`src/rtl/rgb_px_assembler.sv`:
```
// rgb_px_assembler: byte-to-RGB555 framer for the grayscale/Sobel pipeline.
// Two bytes per pixel (high byte first). It tracks column/row within the
// frame, drives the frame-level start handshake and flags a sof that
// arrives in the middle of a frame.
//
// state  | meaning
// -------+----------------------------------------------------------
// S_IDLE | no frame active; only a byte qualified by sof_i is accepted
// S_HI   | inside a frame, waiting for the high byte of the next pixel
// S_LO   | high byte latched, waiting for the low byte of the pixel
module rgb_px_assembler #(
  parameter int MAX_PIXEL_BITS = 15,
  parameter int IMG_W          = 160,
  parameter int IMG_H          = 120,
  localparam int COL_W = (IMG_W > 1) ? $clog2(IMG_W) : 1,
  localparam int ROW_W = (IMG_H > 1) ? $clog2(IMG_H) : 1
) (
  input  logic                      clk_i,
  input  logic                      nreset_i,
  input  logic                      enable_i,
  input  logic [7:0]                byte_i,
  input  logic                      byte_valid_i,
  input  logic                      sof_i,
  output logic [MAX_PIXEL_BITS-1:0] px_rgb_o,
  output logic                      px_valid_o,
  output logic                      start_o,
  output logic [COL_W-1:0]          col_o,
  output logic [ROW_W-1:0]          row_o,
  output logic                      frame_done_o,
  output logic                      err_o
);

  typedef enum logic [1:0] {
    S_IDLE = 2'd0,
    S_HI   = 2'd1,
    S_LO   = 2'd2
  } state_t;

  state_t state_q, state_d;

  logic [6:0]                hi_q, hi_d;
  logic                      first_q, first_d;
  logic [COL_W-1:0]          col_q, col_d, col_nxt;
  logic [ROW_W-1:0]          row_q, row_d, row_nxt;
  logic [MAX_PIXEL_BITS-1:0] px_q, px_d;
  logic                      pxv_q, pxv_d;
  logic                      start_q, start_d;
  logic                      fd_q, fd_d;
  logic                      err_q, err_d;
  logic                      last_px;

  // Coordinates of the pixel that the next low byte would complete.
  // first_q distinguishes "counters cleared by sof" from a real pixel at (0,0).
  always_comb begin
    col_nxt = col_q;
    row_nxt = row_q;
    if (first_q) begin
      col_nxt = '0;
      row_nxt = '0;
    end else if (col_q == COL_W'(IMG_W - 1)) begin
      col_nxt = '0;
      row_nxt = row_q + ROW_W'(1);
    end else begin
      col_nxt = col_q + COL_W'(1);
    end
    last_px = (col_nxt == COL_W'(IMG_W - 1)) && (row_nxt == ROW_W'(IMG_H - 1));
  end

  // State register; enable_i low acts as a synchronous clear.
  always_ff @(posedge clk_i or negedge nreset_i) begin
    if (!nreset_i) begin
      state_q <= S_IDLE;
    end else if (!enable_i) begin
      state_q <= S_IDLE;
    end else begin
      state_q <= state_d;
    end
  end

  // Next-state logic; a sof byte always lands in S_LO, abandoning any frame.
  always_comb begin
    state_d = state_q;
    if (byte_valid_i) begin
      unique case (state_q)
        S_IDLE: if (sof_i) state_d = S_LO;
        S_HI:   state_d = S_LO;
        S_LO: begin
          if (sof_i)        state_d = S_LO;
          else if (last_px) state_d = S_IDLE;
          else              state_d = S_HI;
        end
        default: state_d = S_IDLE;
      endcase
    end
  end

  // Next values for the byte latch, counters and the registered outputs.
  always_comb begin
    hi_d    = hi_q;
    first_d = first_q;
    col_d   = col_q;
    row_d   = row_q;
    px_d    = px_q;
    pxv_d   = 1'b0;
    fd_d    = 1'b0;
    // start drops the cycle after the last pixel's strobe
    start_d = fd_q ? 1'b0 : start_q;
    err_d   = err_q;
    if (byte_valid_i) begin
      if (sof_i) begin
        hi_d    = byte_i[6:0];
        col_d   = '0;
        row_d   = '0;
        first_d = 1'b1;
        if (state_q != S_IDLE) err_d = 1'b1;
      end else if (state_q == S_HI) begin
        hi_d = byte_i[6:0];
      end else if (state_q == S_LO) begin
        px_d    = MAX_PIXEL_BITS'({hi_q, byte_i});
        pxv_d   = 1'b1;
        col_d   = col_nxt;
        row_d   = row_nxt;
        first_d = 1'b0;
        fd_d    = last_px;
        start_d = 1'b1;
      end
    end
  end

  // Datapath and output registers.
  always_ff @(posedge clk_i or negedge nreset_i) begin
    if (!nreset_i) begin
      hi_q    <= '0;
      first_q <= 1'b0;
      col_q   <= '0;
      row_q   <= '0;
      px_q    <= '0;
      pxv_q   <= 1'b0;
      start_q <= 1'b0;
      fd_q    <= 1'b0;
      err_q   <= 1'b0;
    end else if (!enable_i) begin
      hi_q    <= '0;
      first_q <= 1'b0;
      col_q   <= '0;
      row_q   <= '0;
      px_q    <= '0;
      pxv_q   <= 1'b0;
      start_q <= 1'b0;
      fd_q    <= 1'b0;
      err_q   <= 1'b0;
    end else begin
      hi_q    <= hi_d;
      first_q <= first_d;
      col_q   <= col_d;
      row_q   <= row_d;
      px_q    <= px_d;
      pxv_q   <= pxv_d;
      start_q <= start_d;
      fd_q    <= fd_d;
      err_q   <= err_d;
    end
  end

  assign px_rgb_o     = px_q;
  assign px_valid_o   = pxv_q;
  assign start_o      = start_q;
  assign col_o        = col_q;
  assign row_o        = row_q;
  assign frame_done_o = fd_q;
  assign err_o        = err_q;

endmodule

```
`config.mk`:
```
export PLATFORM = sky130hd
export DESIGN_NAME = rgb_px_assembler
export DESIGN_NICKNAME = d
export VERILOG_FILES = /design/src/rtl/rgb_px_assembler.sv
export SDC_FILE = /design/constraint.sdc
export NUM_CORES = 1
export LEC_CHECK = 0
export CORE_ASPECT_RATIO = 0.9
export CORE_UTILIZATION = 24
export DETAILED_ROUTE_END_ITERATION = 6
export PLACE_DENSITY = 0.48
export SYNTH_ARGS = -nofsm -noshare
export SYNTH_HDL_FRONTEND = slang
export SYNTH_SLANG_ARGS = --single-unit
```
`constraint.sdc`:
```
create_clock -name clk_i -period 4.8 [get_ports clk_i]
set_input_delay 0.72 -clock clk_i [delete_from_list [all_inputs] [get_ports clk_i]]
set_output_delay 0.72 -clock clk_i [all_outputs]
set_load 0.02 [all_outputs]
```
# Yosys cells after proc, flatten, opt, wreduce, memory -nomap -nowiden
# Index checks and enable logic that the tools add are counted.
[totals]
register_bits = 44
latch_bits = 0
ram_bits = 0
mem_bits_ro = 0
inputBits = 13
out_inout_bits = 34
wordCells = 89
mem_count = 0
[op_classes]
n_addsub = 2
multipliers = 0
div_mod_pow = 0
order_cmp = 0
eq_ne = 15
shift = 0
muxes = 54
bitwise = 0
n_reduce_logical = 8
[op_table]
columns = ["cell", "count"]
rows = [
  ["7-bit two-way mux", 11],
  ["15-bit two-way mux", 5],
  ["8-bit two-way mux", 7],
  ["1-bit two-way mux", 26],
  ["8-bit equality test (second input constant)", 2],
  ["8-bit by 1-bit adder with 8-bit output (second input constant)", 1],
  ["2-bit two-way mux", 4],
  ["2-bit by 1-bit inequality test with 1-bit output (second input constant)", 4],
  ["7-bit by 1-bit adder with 7-bit output (second input constant)", 1],
  ["7-bit equality test (second input constant)", 1],
  ["3-bit by 1-bit inequality test with 1-bit output (second input constant)", 2],
  ["3-bit inequality test (second input constant)", 2],
  ["2-bit one-hot mux with 3 select lines", 1],
  ["3-bit AND reduction", 2],
  ["2-bit inequality test (second input constant)", 2],
  ["2-bit AND reduction", 2],
  ["4-bit AND reduction", 1],
  ["2-bit by 1-bit equality test with 1-bit output (second input constant)", 1],
  ["2-bit equality test (second input constant)", 1],
  ["2-bit logical NOT", 1],
  ["2-bit nonzero test", 1],
  ["1-bit logical AND", 1],
]

# Depth between registers and ports, before layout
[depth]
depth_word = 10
mapped_depth = 8
ltp_nobuf = 6

# Worst setup path before layout
# Ideal clock, no wire load.
[synth_timing]
path_kind = "register -> register"
startpoint = "register col_q[0] (netlist: col_o[0])"
endpoint = "register fd_q (netlist: frame_done_o)"
setup_time_ns = 0.121
t_arrival_ns = 2.106
required_ns = 4.679
setup_slack_ns = 2.572
path_stages_with_launch = 9
n_path_buf = 2
period_less_slack_ns = 2.228
path_cell_list = "dfrtp_1 -> ha_1 -> buf_2 -> nand4_1 -> or2_1 -> buf_6 -> o311ai_4 -> nand2_2 -> nor4b_2"
[synth_via]
elab_chain_len = 10
word_cells_on_any_way = 14
classes_between = "1 x add/sub; 3 x eq/ne; 9 x mux; 1 x reduce/logical"
[synth_rtl]
columns = ["item", "line_no", "source"]
rows = [
  ["from (decl)", "43", "logic [COL_W-1:0] col_q, col_d, col_nxt;"],
  ["from (signal assigned)", "155", "col_q <= col_d;"],
  ["8-bit by 1-bit adder with 8-bit output or 8-bit equality test (tied branches)", "64, 60", ""],
  ["8-bit two-way mux or 7-bit two-way mux (tied branches)", "60", "end else if (col_q == COL_W'(IMG_W - 1)) begin"],
  ["8-bit two-way mux or 7-bit two-way mux (tied branches)", "57", "if (first_q) begin"],
  ["8-bit equality test or 7-bit equality test (tied branches)", "66", "last_px = (col_nxt == COL_W'(IMG_W - 1)) && (row_nxt == ROW_W'(IMG_H - 1));"],
  ["1-bit logical AND *", "66", ""],
  ["1-bit two-way mux *", "118", "end else if (state_q == S_LO) begin"],
  ["1-bit two-way mux *", "116", "end else if (state_q == S_HI) begin"],
  ["1-bit two-way mux *", "110", "if (sof_i) begin"],
  ["1-bit two-way mux *", "109", "if (byte_valid_i) begin"],
  ["1-bit two-way mux *", "142", "end else if (!enable_i) begin"],
  ["to (signal assigned)", "140", "fd_q <= 1'b0;"],
  ["to (signal assigned)", "150", "fd_q <= 1'b0;"],
  ["to (signal assigned)", "160", "fd_q <= fd_d;"],
  ["to (decl)", "48", "logic fd_q, fd_d;"],
]
# Every way passes the cells marked *; elsewhere a longest branch is shown, timed or not.
# A chain may end at the register's enable or synchronous reset.

# Final worst setup path
[layout_timing]
startpoint = "input enable_i"
endpoint = "register row_q[1] (netlist: row_o[1])"
[layout_via]
elab_chain_len = 2
word_cells_on_any_way = 5
classes_between = "3 x eq/ne; 1 x mux; 1 x reduce/logical"
[layout_rtl]
columns = ["item", "line_no", "source"]
rows = [
  ["from (decl)", "20", "input logic enable_i,"],
  ["3-bit by 1-bit inequality test with 1-bit output (no line), or another cell as far along", "n/a", ""],
  ["3-bit AND reduction (no line)", "n/a", ""],
  ["to (signal assigned)", "156", "row_q <= row_d;"],
  ["to (decl)", "44", "logic [ROW_W-1:0] row_q, row_d, row_nxt;"],
]
# Several ways; a longest one is shown, not always the timed one.

==> qor.csv <==
metric,value,unit
R2R depth,6,
Crit Path Category,in2reg,
synthesized net count,273,
Die H,94.79,um
vias in the first global route,1991,
Pwr Density,233.9,nW/um^2
Buffers on Ports,46,
logic gate share of total power,9.3,%
main area contributors after synthesis,"dfrtp_1 (48%), nand2_1 (8.5%), nand3_1 (5.4%)",
Finish-stage setup viols,0,
number of synthesized register bits,44,
Startpoint Class,input pin,
CP required,5.04,ns
sequential-to-total area share from yosys stat,47.96,%
starting density of the core,24.94,%
total CTS buffers,5,
outcome,"finished, final reports clean",
relative slew slack,32.35,%
Max Freq,0.3715,GHz
Die W,105.1,um
worst-path maximum fanout,21,
Layout fillers,977,
Via-to-Cell Ratio,4.795,
Pre-antenna DRT Iters,6,
initial drt markers,82,
clk buf depth,2,
Sw Ratio,26.33,%
DRT Wirelength,6276,um
Layout area overhead,27.25,%
Boundary Pins,47,
sequential share of power,56.6,%
Final Cycle Share,56.08,%
Worst Hold Depth,2,
cell area after synthesis,2296,sq um
"most common cell after layout, fill and taps aside",nand2_1,
antenna cell count,0,
Clock power frac,34.1,%
die area,9962,sq um
"CTS clk-pin slew, worst paths",0.09,ns
Async SR Flop Fraction,100.0,%
routed len/inst,14.98,um
Synth Area per Inst,8.899,sq um
cell internal pwr,0.0005036,W
Rows,33,
Sw Pwr,0.0001799,W
Post-synth EDFFs,0,
vias,2009,
CTS tree,built,
postcts setup bufs,0,
Post-DP HPWL,4331,um
Synth Warn #,0,
global route total overflow,0,
Nets,312,
total core area,9208,sq um
placed cell area,2840,sq um
cell area after layout,2922,sq um
hold buffers post-CTS,0,
max-cap violations,0,
Skew-Pair Late Insertion Delay,0.30,ns
"commonest non-fill, non-tap cells in the layout","nand2_1 (52), clkdlybuf4s50_1 (45), dfrtp_1 (44)",
post-CTS resize count,0,
Yosys top cell by area,dfrtp_1,
first-pass GRT wire length,10270,um
"Top FF cell, synth",dfrtp_1,
worst min-delay path class,reg2reg,
setup TNS,0,ns
worst vdd ir,0.00009345,V
Yosys cell types,46,
largest net degree at the start of global routing,45,
Tmin final,2.692,ns
H-Tree Depth,2,
clk sink count,44,
slew at the pin closest to its max-slew limit,1.015,ns
initial antenna violation count,0,
GRT Util Overall,13.15,%
fraction of layout instances using a drive strength above 1,6.734,%
crit end category,register,
Final Max Slew Viols,0,
Residual DRC,0,
Post-Syn Instances,258,
CP arrival,2.93,ns
static leakage power,1.127,nW
Final ANT Viol Nets,0,
clk_skew,0.007433,ns
unrepaired setup endpoints after global routing,no,
Root Driver,clkbuf_8,
Synth top area share,47.96,%
routability congestion estimate,0.7876,
Final Hold Fails,0,
## power by group through the flow
stage	clock, W	combinational [W]	sequential [W]
5_1_grt	0.000254	0.0000712	0.000389
4_1_cts	0.000242	0.0000654	0.000387
3_5_place_dp	0	0.0000652	0.000394
2_1_floorplan	0	0.0000259	0.000397
3_3_place_gp	0	0.0000648	0.000394
6_report	0.000233	0.0000639	0.000387
## final cells by class
cell class	count	area (sq um)	area share (%)
timing repair buffer	49	478.0	16.36
inverter	7	26.28	0.8994
sequential	44	1101	37.69
multi-input combinational	190	1082	37.05
tap	122	152.6	5.225
clock inverter	2	12.51	0.4283
clock buffer	5	68.82	2.355
## synth_stat cells, types with 3 or more instances
master / number
buf_6: 3
o41ai_1: 4
a31oi_1: 4
clkbuf_1: 9
a21oi_1: 22
buf_2: 5
nor2_1: 7
nand3_1: 25
nand4_1: 3
inv_1: 6
nor2b_1: 3
dfrtp_1: 44
nand2b_1: 3
nor3_1: 7
o21ai_0: 20
nor3_2: 3
nand2_1: 52
## cell families after synthesis
| kind of cell | synth area share [%] |
|---|---|
| AOI/OAI and AO/OA | 18.64 |
| adders and majority gates | 1.090 |
| DFF | 47.96 |
| and+or+nand+nor | 25.83 |
| muxes | 0.9264 |
| buffers and inverters | 5.177 |
| xor gates and xnor gates | 0.3815 |
## worst max-delay path, stage by stage
cell	delay, ns
clkdlybuf4s50_1	0.92
clkinv_1	0.20
a21oi_1	0.53
buf_4	0.27
nand2b_1	0.16
a32o_1	0.13
## stage by stage
step / total power [W] / instances / hold WS [ns] / setup slack, ns / util, %
2_1_floorplan: 0.0004227 / 258 / 0.4244 / 2.572 / -
3_3_place_gp: 0.0004591 / 412 / 0.4846 / 1.874 / 30.85
3_5_place_dp: 0.0004595 / 412 / 0.4871 / 1.822 / 30.85
4_1_cts: 0.0006946 / 419 / 0.5083 / 2.138 / 31.73
5_1_grt: 0.0007140 / 419 / 0.5268 / 1.942 / 31.73
6_report: 0.0006835 / 419 / 0.5035 / 2.108 / 31.73
## state kept, by name, indices dropped and copies added, names as in the netlist
register      flops
col_o             8
px_rgb_o         15
err_o             1
row_o             7
state_q           2
start_o           1
hi_q              7
px_valid_o        1
first_q           1
frame_done_o      1
## per-layer routing
metal | up-vias | GRT usage (%) | wire, um
met3 | 7 | 3.589 | 313
met5 | - | 0 | 0
li1 | 998 | - | -
met1 | 959 | 18.58 | 3202
met4 | 0 | 5.047 | 90
met2 | 45 | 18.98 | 2669
## worst paths after layout
kind	start	end	slack, ns
setup / recovery	enable_i	row_o[1]	2.11
hold / removal	hi_q[4]	hi_q[4]	0.50
setup reg to reg	col_o[0]	frame_done_o	2.23
hold reg to reg	hi_q[4]	hi_q[4]	0.50
max in group asynchronous	nreset_i	start_o	3.58
min in group asynchronous	nreset_i	col_o[2]	0.57
Power figures use the tool's default switching activity.
